--- src/rtl/fetch_queue.sv ---
// rtl/fetch_queue.sv - instruction prefetch queue between ROM and decode
module fetch_queue #(
    parameter int                DATA_W   = 32,
    parameter int                ADDR_W   = 32,
    parameter int                DEPTH    = 4,
    parameter int                PC_STEP  = 1,
    parameter logic [ADDR_W-1:0] RESET_PC = '0
) (
    input  logic                     clk,
    input  logic                     reset,
    output logic                     rom_req,
    output logic [ADDR_W-1:0]        rom_addr,
    input  logic                     rom_ack,
    input  logic [DATA_W-1:0]        rom_data,
    output logic                     dec_valid,
    output logic [DATA_W-1:0]        dec_data,
    output logic [ADDR_W-1:0]        dec_pc,
    input  logic                     dec_ready,
    input  logic                     redirect,
    input  logic [ADDR_W-1:0]        redirect_pc,
    output logic [$clog2(DEPTH):0]   count
);

    localparam int PTR_W = $clog2(DEPTH);
    localparam int CNT_W = PTR_W + 1;

    localparam logic [1:0] S_IDLE  = 2'd0;
    localparam logic [1:0] S_BUSY  = 2'd1;
    localparam logic [1:0] S_DRAIN = 2'd2;

    logic [1:0]        state_q, state_d;
    logic [ADDR_W-1:0] fetch_pc_q, fetch_pc_d;
    logic              rom_req_q, rom_req_d;
    logic [ADDR_W-1:0] rom_addr_q, rom_addr_d;
    logic [PTR_W-1:0]  head_q, head_d;
    logic [PTR_W-1:0]  tail_q, tail_d;
    logic [CNT_W-1:0]  count_q, count_d;

    logic [DATA_W-1:0] data_mem_q [DEPTH];
    logic [ADDR_W-1:0] pc_mem_q   [DEPTH];

    logic              ack_fire;
    logic              pop;
    logic              push;
    logic              flush;
    logic [ADDR_W-1:0] pc_next;
    logic [CNT_W-1:0]  count_after;

    // A response only counts while our request is actually outstanding
    assign ack_fire    = rom_req_q & rom_ack;
    assign pop         = dec_valid & dec_ready;
    assign pc_next     = fetch_pc_q + ADDR_W'(PC_STEP);
    assign count_after = count_q + CNT_W'(1) - CNT_W'(pop);

    assign rom_req   = rom_req_q;
    assign rom_addr  = rom_addr_q;
    assign count     = count_q;
    assign dec_valid = (count_q != '0);
    assign dec_data  = dec_valid ? data_mem_q[head_q] : '0;
    assign dec_pc    = dec_valid ? pc_mem_q[head_q]   : '0;

    // Fetch FSM: issue requests with a reserved slot, drop stale responses
    always_comb begin
        state_d    = state_q;
        fetch_pc_d = fetch_pc_q;
        rom_req_d  = rom_req_q;
        rom_addr_d = rom_addr_q;
        push       = 1'b0;
        flush      = 1'b0;
        case (state_q)
            S_IDLE: begin
                if (redirect) begin
                    flush      = 1'b1;
                    fetch_pc_d = redirect_pc;
                    rom_req_d  = 1'b1;
                    rom_addr_d = redirect_pc;
                    state_d    = S_BUSY;
                end else if (count_q < CNT_W'(DEPTH)) begin
                    rom_req_d  = 1'b1;
                    rom_addr_d = fetch_pc_q;
                    state_d    = S_BUSY;
                end
            end
            S_BUSY: begin
                if (redirect) begin
                    flush      = 1'b1;
                    fetch_pc_d = redirect_pc;
                    if (ack_fire) begin
                        // Response is stale; go straight to the new target
                        rom_addr_d = redirect_pc;
                    end else begin
                        // Request must stay stable until the ROM answers it
                        state_d = S_DRAIN;
                    end
                end else if (ack_fire) begin
                    push       = 1'b1;
                    fetch_pc_d = pc_next;
                    if (count_after < CNT_W'(DEPTH)) begin
                        rom_addr_d = pc_next;
                    end else begin
                        rom_req_d = 1'b0;
                        state_d   = S_IDLE;
                    end
                end
            end
            S_DRAIN: begin
                if (redirect) begin
                    flush      = 1'b1;
                    fetch_pc_d = redirect_pc;
                end
                if (ack_fire) begin
                    rom_req_d = 1'b0;
                    state_d   = S_IDLE;
                end
            end
            default: begin
                rom_req_d = 1'b0;
                state_d   = S_IDLE;
            end
        endcase
    end

    // Queue pointer and occupancy bookkeeping
    always_comb begin
        head_d  = head_q;
        tail_d  = tail_q;
        count_d = count_q;
        if (flush) begin
            head_d  = '0;
            tail_d  = '0;
            count_d = '0;
        end else begin
            if (push) tail_d = tail_q + PTR_W'(1);
            if (pop)  head_d = head_q + PTR_W'(1);
            count_d = count_q + CNT_W'(push) - CNT_W'(pop);
        end
    end

    // Control state registers
    always_ff @(posedge clk) begin
        if (reset) begin
            state_q    <= S_IDLE;
            fetch_pc_q <= RESET_PC;
            rom_req_q  <= 1'b0;
            rom_addr_q <= '0;
            head_q     <= '0;
            tail_q     <= '0;
            count_q    <= '0;
        end else begin
            state_q    <= state_d;
            fetch_pc_q <= fetch_pc_d;
            rom_req_q  <= rom_req_d;
            rom_addr_q <= rom_addr_d;
            head_q     <= head_d;
            tail_q     <= tail_d;
            count_q    <= count_d;
        end
    end

    // Entry storage; contents are only visible through a valid head
    always_ff @(posedge clk) begin
        if (!reset && push) begin
            data_mem_q[tail_q] <= rom_data;
            pc_mem_q[tail_q]   <= rom_addr_q;
        end
    end

endmodule
--- config.mk ---
export PLATFORM = sky130hd
export DESIGN_NAME = fetch_queue
export DESIGN_NICKNAME = d
export VERILOG_FILES = /design/src/rtl/fetch_queue.sv
export SDC_FILE = /design/constraint.sdc
export NUM_CORES = 1
export LEC_CHECK = 0
export BUFFER_PORTS_ARGS = -buffer_cell sky130_fd_sc_hd__clkbuf_2
export CAP_MARGIN = 20
export CORE_UTILIZATION = 35
export CTS_CLUSTER_DIAMETER = 80
export DETAILED_ROUTE_END_ITERATION = 16
export PLACE_DENSITY = 0.65
export SYNTH_ARGS = -nofsm -noshare
export SYNTH_HDL_FRONTEND = slang
export SYNTH_SLANG_ARGS = --single-unit
export TNS_END_PERCENT = 100
--- constraint.sdc ---
create_clock -name clk -period 2.75 [get_ports clk]
set_clock_uncertainty 0.15 [all_clocks]
set_input_delay 0.1375 -clock clk [delete_from_list [all_inputs] [get_ports clk]]
set_output_delay 0.1375 -clock clk [all_outputs]
set_load 0.01 [all_outputs]
======== Word level (Yosys, flattened, before mapping) ========
Memories as Yosys holds them, arrays and structs flattened. A register that Yosys moved wholly into a read port is not among the register bits.
Index checks and enable logic that the tools add are counted.
storage, ports and cells
  memory bits (writable) .................. 256
  memories kept ........................... 2
  output and inout bits ................... 101
  register bits after elaboration ......... 74
  input bits .............................. 69
  word-level logic and storage cells ...... 84
cells by class
  muxes and demuxes ....................... 39
  bitwise logic cells ..................... 2
  $lt $le $gt $ge ......................... 2
  eq/ne operators ......................... 12
  reduce and logical (&&, ||, !) cells .... 13
  add/sub/neg operators ................... 7
memory list
  name        depth  width  rd ports  clocked after memory_dff  write ports  RTL line  source
  data_mem_q  4      32     1         1                         1            39        logic [DATA_W-1:0] data_mem_q [DEPTH];
  pc_mem_q    4      32     1         1                         1            40        logic [ADDR_W-1:0] pc_mem_q [DEPTH];
operator list
  kind                   number
  $mux 32                11
  $pmux 32 s2            2
  $add 32x1->32 const B  1
  $mux 2                 11
  $ne 3x3->1 const B     5
  $mux 1                 13
  $reduce_and 5->1       2
  $ne 2x2->1 const B     4
  $lt 3x3->1 const B     2
  $pmux 2 s3             1
  $sub 3x1->3            2
  $add 2x1->2 const B    2
  $reduce_and 4->1       1
  $reduce_bool 2->1      2
  $reduce_or 2->1        2
  $add 3x1->3            1
  $add 3x1->3 const B    1
  $pmux 1 s3             1
  $reduce_and 3->1       1
  $reduce_bool 3->1      1
  $reduce_or 3->1        1
  $and 1x1->1            2
  $eq 2x1->1 const B     1
  $eq 2x2->1 const B     1
  4 further kinds        4

======== Logic depth before layout (Yosys ltp) ========
  depth after elaboration ................. 8
  depth in mapped cells ................... 11
  depth with buffers taken out ............ 10

======== Least setup slack after synthesis ========
Ideal clock, no wire load.
  path kind ............................... register -> register
  start point ............................. reg rom_req_q, in the netlist rom_req
  end point ............................... mem data_mem_q[0][0], enable pin
  path buffers ............................ 0
  setup time .............................. 0.429 ns
  required time ........................... 2.171 ns
  arrival time ............................ 2.491 ns
  setup slack ............................. -0.320 ns
  period minus slack after synthesis ...... 3.070 ns
  stages on the path, launching flop included .. 4
  path through ............................ dfxtp_1 -> nand2_1 -> nor3_4 -> and3_1
between the ends
  cells in the longest elaborated chain, start to end .. 7
RTL lines
  what                          RTL line  source
  from (decl)                   33        logic rom_req_q, rom_req_d;
  from (signal assigned)        152       rom_req_q <= rom_req_d;
  $and 1x1->1                   50        assign ack_fire = rom_req_q & rom_ack;
  $mux 1                        95        end else if (ack_fire) begin
  $mux 1                        85        if (redirect) begin
  $mux 1                        70        case (state_q)
  $logic_and 1x1->1             162       if (!reset && push) begin
  $mux 1                        162
  $mux 1 (implied by the code)  163       data_mem_q[tail_q] <= rom_data;
  to (decl)                     39
Every way passes these cells.

======== Worst setup path in the final report ========
  start point ............................. reg count_q[2], in the netlist count[2]
  end point ............................... reg count_q[2], in the netlist count[2]
between the ends
  cells in the longest elaborated chain, start to end .. 3
  elaborated cells between the ends (all ways) .. 4
  classes of those cells .................. 2 x add/sub; 1 x bitwise; 1 x reduce/logical
RTL lines
  what                    RTL line  source
  from (decl)             37        logic [CNT_W-1:0] count_q, count_d;
  from (signal assigned)  156       count_q <= count_d;
  $reduce_bool 3->1       58        assign dec_valid = (count_q != '0);
  $and 1x1->1             51        assign pop = dec_valid & dec_ready;
  named net pop           43        logic pop;
  $sub 3x1->3             135       count_d = count_q + CNT_W'(push) - CNT_W'(pop);
The timed path passes the listed nets, and every way through them passes these cells.
A chain may end at the register's enable or synchronous reset.

==> run summary <==
## Cells and area
- Ant. Diodes: 0
- Filler cells: 3589
- storage element area: 0.00922 sq mm
- share of post-route cells with drive strength above 1: 0.280
- most common library cell in the layout ignoring fill and taps: edfxtp_1
- non-filler instance count after layout: 1816
- number of nets in the final layout: 1343
- Area Growth Syn to Fin: 24.6%
- multi-input gate area in the final layout: 0.00479 sq mm
- top library cells by usage in the layout, fill and taps aside: 256 x edfxtp_1, 169 x clkbuf_2, 74 x dfxtp_1

## Synth
- sequential fraction of the synthesis area: 0.642
- Most used DFF post-synth: edfxtp_1
- Adder-Cell Fraction of Synth Area: 0.00750
- compound-gate portion of the synthesized area: 0.0795
- Syn Inst Count: 1023
- flop and latch count out of synthesis: 332
- cell area after synthesis: 0.0144 sq mm
- basic-gate share of the synthesized area counting and, or, nand and nor cells: 0.123
- average cell area after synthesis: 14.0 sq um
- post-synth net total: 1100
- combinational family with the most area after synthesis: simple AND/OR/NAND/NOR gates
- multiplexer share of the synthesized area: 0.102
- count of flip-flops with a built-in enable after synthesis: 256
- number of warnings issued by yosys: 0
- number of library cell types mapped by synthesis: 71
- XOR/XNOR share of the synthesized area: 0.0201
- proportion of synthesized flip-flops having asynchronous set or reset: 0

## Worst setup path
- CP cell instances: or3_2 > and2_1 > ha_1 > inv_1 > ha_1 > fa_1 > xnor2_1 > xnor2_1 > nor2_1
- r2r startpoint: count[2]$_SDFF_PP0_
- reg-to-reg setup timing slack: 0.24 ns
- CP top delay family: adder cells
- class of the most critical setup path: register to register
- type of destination of the critical path: register
- startpoint kind of the worst setup timing path: register
- CP max-delay cell: or3_2
- CP required: 3.01 ns
- worst flop-to-flop path endpoint: count[2]$_SDFF_PP0_
- Worst EP arrival: 2.77 ns
- Largest stage delay, worst path: 0.48 ns
- Critical Path Source: count[2]$_SDFF_PP0_
- Crit path buffers/inverters: 1
- cell count of the worst reg-to-reg path: 9
- CP max FO: 3

## Drt
- number of remaining DRC errors: 0
- ANT nets after route: 0
- wire length reported by the detailed router: 36.0 mm
- detailed-routing iteration count for the pre-antenna-repair pass: 7
- mean routed wirelength per cell: 19.8 microns
- total number of vias: 9586
- via density per instance: 5.28
- drt first-iter violations: 737

## Timing
- number of setup violations in the final report: 0
- count of endpoints failing hold in the final timing report: 0
- unrepaired setup endpoints after global routing: false
- summed negative setup slack over all endpoints: 0 ns
- actual transition at the worst max-transition pin: 0.720 ns
- clock period minus worst slack: 2.51 ns
- worst slew slack as a fraction of its limit: 0.520
- Period Utilization, post-route: 0.914
- number of pins with negative max-slew slack in the final report: 0
- Achievable Freq: 398 MHz

## Hold path
- Worst Min Path Start: dec_ready
- min-delay worst type: input port to register
- end point of the worst hold path: head_q[0]$_SDFFE_PP0P_
- Hold Path Depth: 4

## CTS
- post-CTS setup repair buffer count: 0
- CTS Buf Count: 36
- hold-fix buffer count after cts: 66
- Clock Pin Slew Worst Setup and Hold Paths: 0.07 ns
- Clk Latency, worst-skew pair: 0.52 ns
- htree depth: 2
- number of buffers on the longest clock path: 3
- master cell of the clock root buffer: clkbuf_16
- Clock Sinks: 332
- Resize count post-CTS: 0
- CTS tree: yes

## Power and ir drop
- Comb power frac: 0.080
- static leakage: 6.18 nW
- NetSw: 2.60 mW
- Clock Power Share: 0.413
- fraction of power spent switching nets: 0.231
- internal power: 8.63 mW
- relative contribution of sequential cells to total power: 0.507
- power per standard cell area: 628 mW/mm^2
- Peak VDD IR: 0.306 mV
- power consumption: 11.2 mW

## Job
- Max-Cap Viols: 0

## Die
- Top-Level Pins: 170
- Core Rows: 73
- Core ar.: 0.0401 sq mm
- DIE WIDTH: 205 microns
- starting density of the core: 0.358
- Die Y: 205 microns
- Total Die Area: 0.0418 sq mm

## Outcome
- result of the run: complete, no violations

## Placed design
- number of cells in the design after placement: 1687
- HPWL reported at the end of detailed placement: 24.0 mm
- weighted congestion at the end of routability-driven global placement: 0.887
- Port-buffer cells: 169

## Global routing
- wire length of the first global-routing pass: 56.1 mm
- largest net degree at the start of global routing: 66
- aggregate global-route resource usage: 0.174
- number of global-route vias before repair: 9688
- initial antenna violation count: 0
- GRT Residual Overflow: 0

-- state kept, by name, indices dropped and copies added, names as in the netlist, named ones only --
name        count
count           3
state_q         2
rom_req         1
head_q          2
fetch_pc_q     32
data_mem_q    128
rom_addr       32
tail_q          2
pc_mem_q      128
-- worst max path at each step --
stage | to | slack [ns] | cells past startpoint
final | count[2]$_SDFF_PP0_ | 0.24 | 9
after global routing | count[2]$_SDFF_PP0_ | 0.1 | 10
after CTS | dec_pc[19] | 0.19 | 4
after detailed placement | count[2]$_SDFF_PP0_ | 0.23 | 9
after global placement | count[2]$_SDFF_PP0_ | 0.26 | 9
after floorplan | count[2]$_SDFF_PP0_ | 0.13 | 10
-- cell families (layout without fill, tap and decap cells) --
kind of cell | after synthesis | count (layout)
AO/OA/AOI/OAI | 177 | 177
XOR/XNOR | 33 | 33
buffers and inverters | 93 | 361
adder cells (fa/ha/maj) | 8 | 8
multiplexers | 66 | 66
flip-flops | 332 | 332
AND/OR/NAND/NOR | 314 | 314
-- power groups by stage --
| stage | clock [mW] | sequential, mW | combinational (mW) |
|---|---|---|---|
| global placement | 0 | 5.79 | 0.813 |
| floorplan | 0 | 5.74 | 0.480 |
| detailed placement | 0 | 5.80 | 0.825 |
| finish | 4.64 | 5.69 | 0.901 |
| global route | 4.95 | 5.71 | 0.989 |
| CTS | 4.76 | 5.69 | 0.905 |
-- stage by stage --
stage	instance area, sq um	hold WS (ns)	util	worst slack (ns)
4_1_cts	17900	0.0286	0.446	0.190
5_1_grt	17900	0.0891	0.446	0.0997
6_report	17900	0.0257	0.446	0.236
2_1_floorplan	14400	0.0864	-	0.125
3_3_place_gp	16100	0.206	0.401	0.258
3_5_place_dp	16100	0.208	0.401	0.226
-- cells in the mapped netlist, types with 7 or more instances --
library cell  instances  area share
ha_1                  7      0.0061
and3_1               10      0.0044
mux4_2               64        0.10
nand2_1              64       0.017
a31oi_1              14      0.0061
a22oi_1               8      0.0042
inv_1                11      0.0029
nor3_1               13      0.0045
nor2_1               41       0.011
buf_2                17      0.0059
nor4_1               14      0.0061
nand4_1              17      0.0074
xor2_1               19       0.012
edfxtp_1            256        0.54
clkbuf_1             58       0.015
xnor2_1              14      0.0085
and2_1               68       0.030
nor4b_1               8      0.0049
o22ai_1              10      0.0044
nand2b_1              8      0.0035
nand3_1              30       0.010
o21ai_0              29       0.010
or3_1                11      0.0048
o211ai_1              8      0.0042
dfxtp_1              76        0.11
a21oi_1              53       0.018
-- worst min-delay path, delay by kind of cell --
kind,cells,cell delay [ns]
xor gates and xnor gates,1,0.14
buffers and inverters,1,0.09
and+or+nand+nor,2,0.28
-- layer usage --
metal  part of all wire  up-vias  global-route usage
met2               0.48      301               0.288
met1               0.45     4791               0.240
met5                  0        -                   0
met3              0.056       45              0.0262
met4              0.016        0              0.0434
li1                   -     4449                   -
-- layout make-up --
type	count	area share
timing repair buffer	285	0.114
clock buffer	44	0.0544
tap	525	0.0367
inverter	13	0.00273
multi-input combinational	598	0.268
clock inverter	19	0.00931
sequential	332	0.515
(Power assumes the default switching activity.)
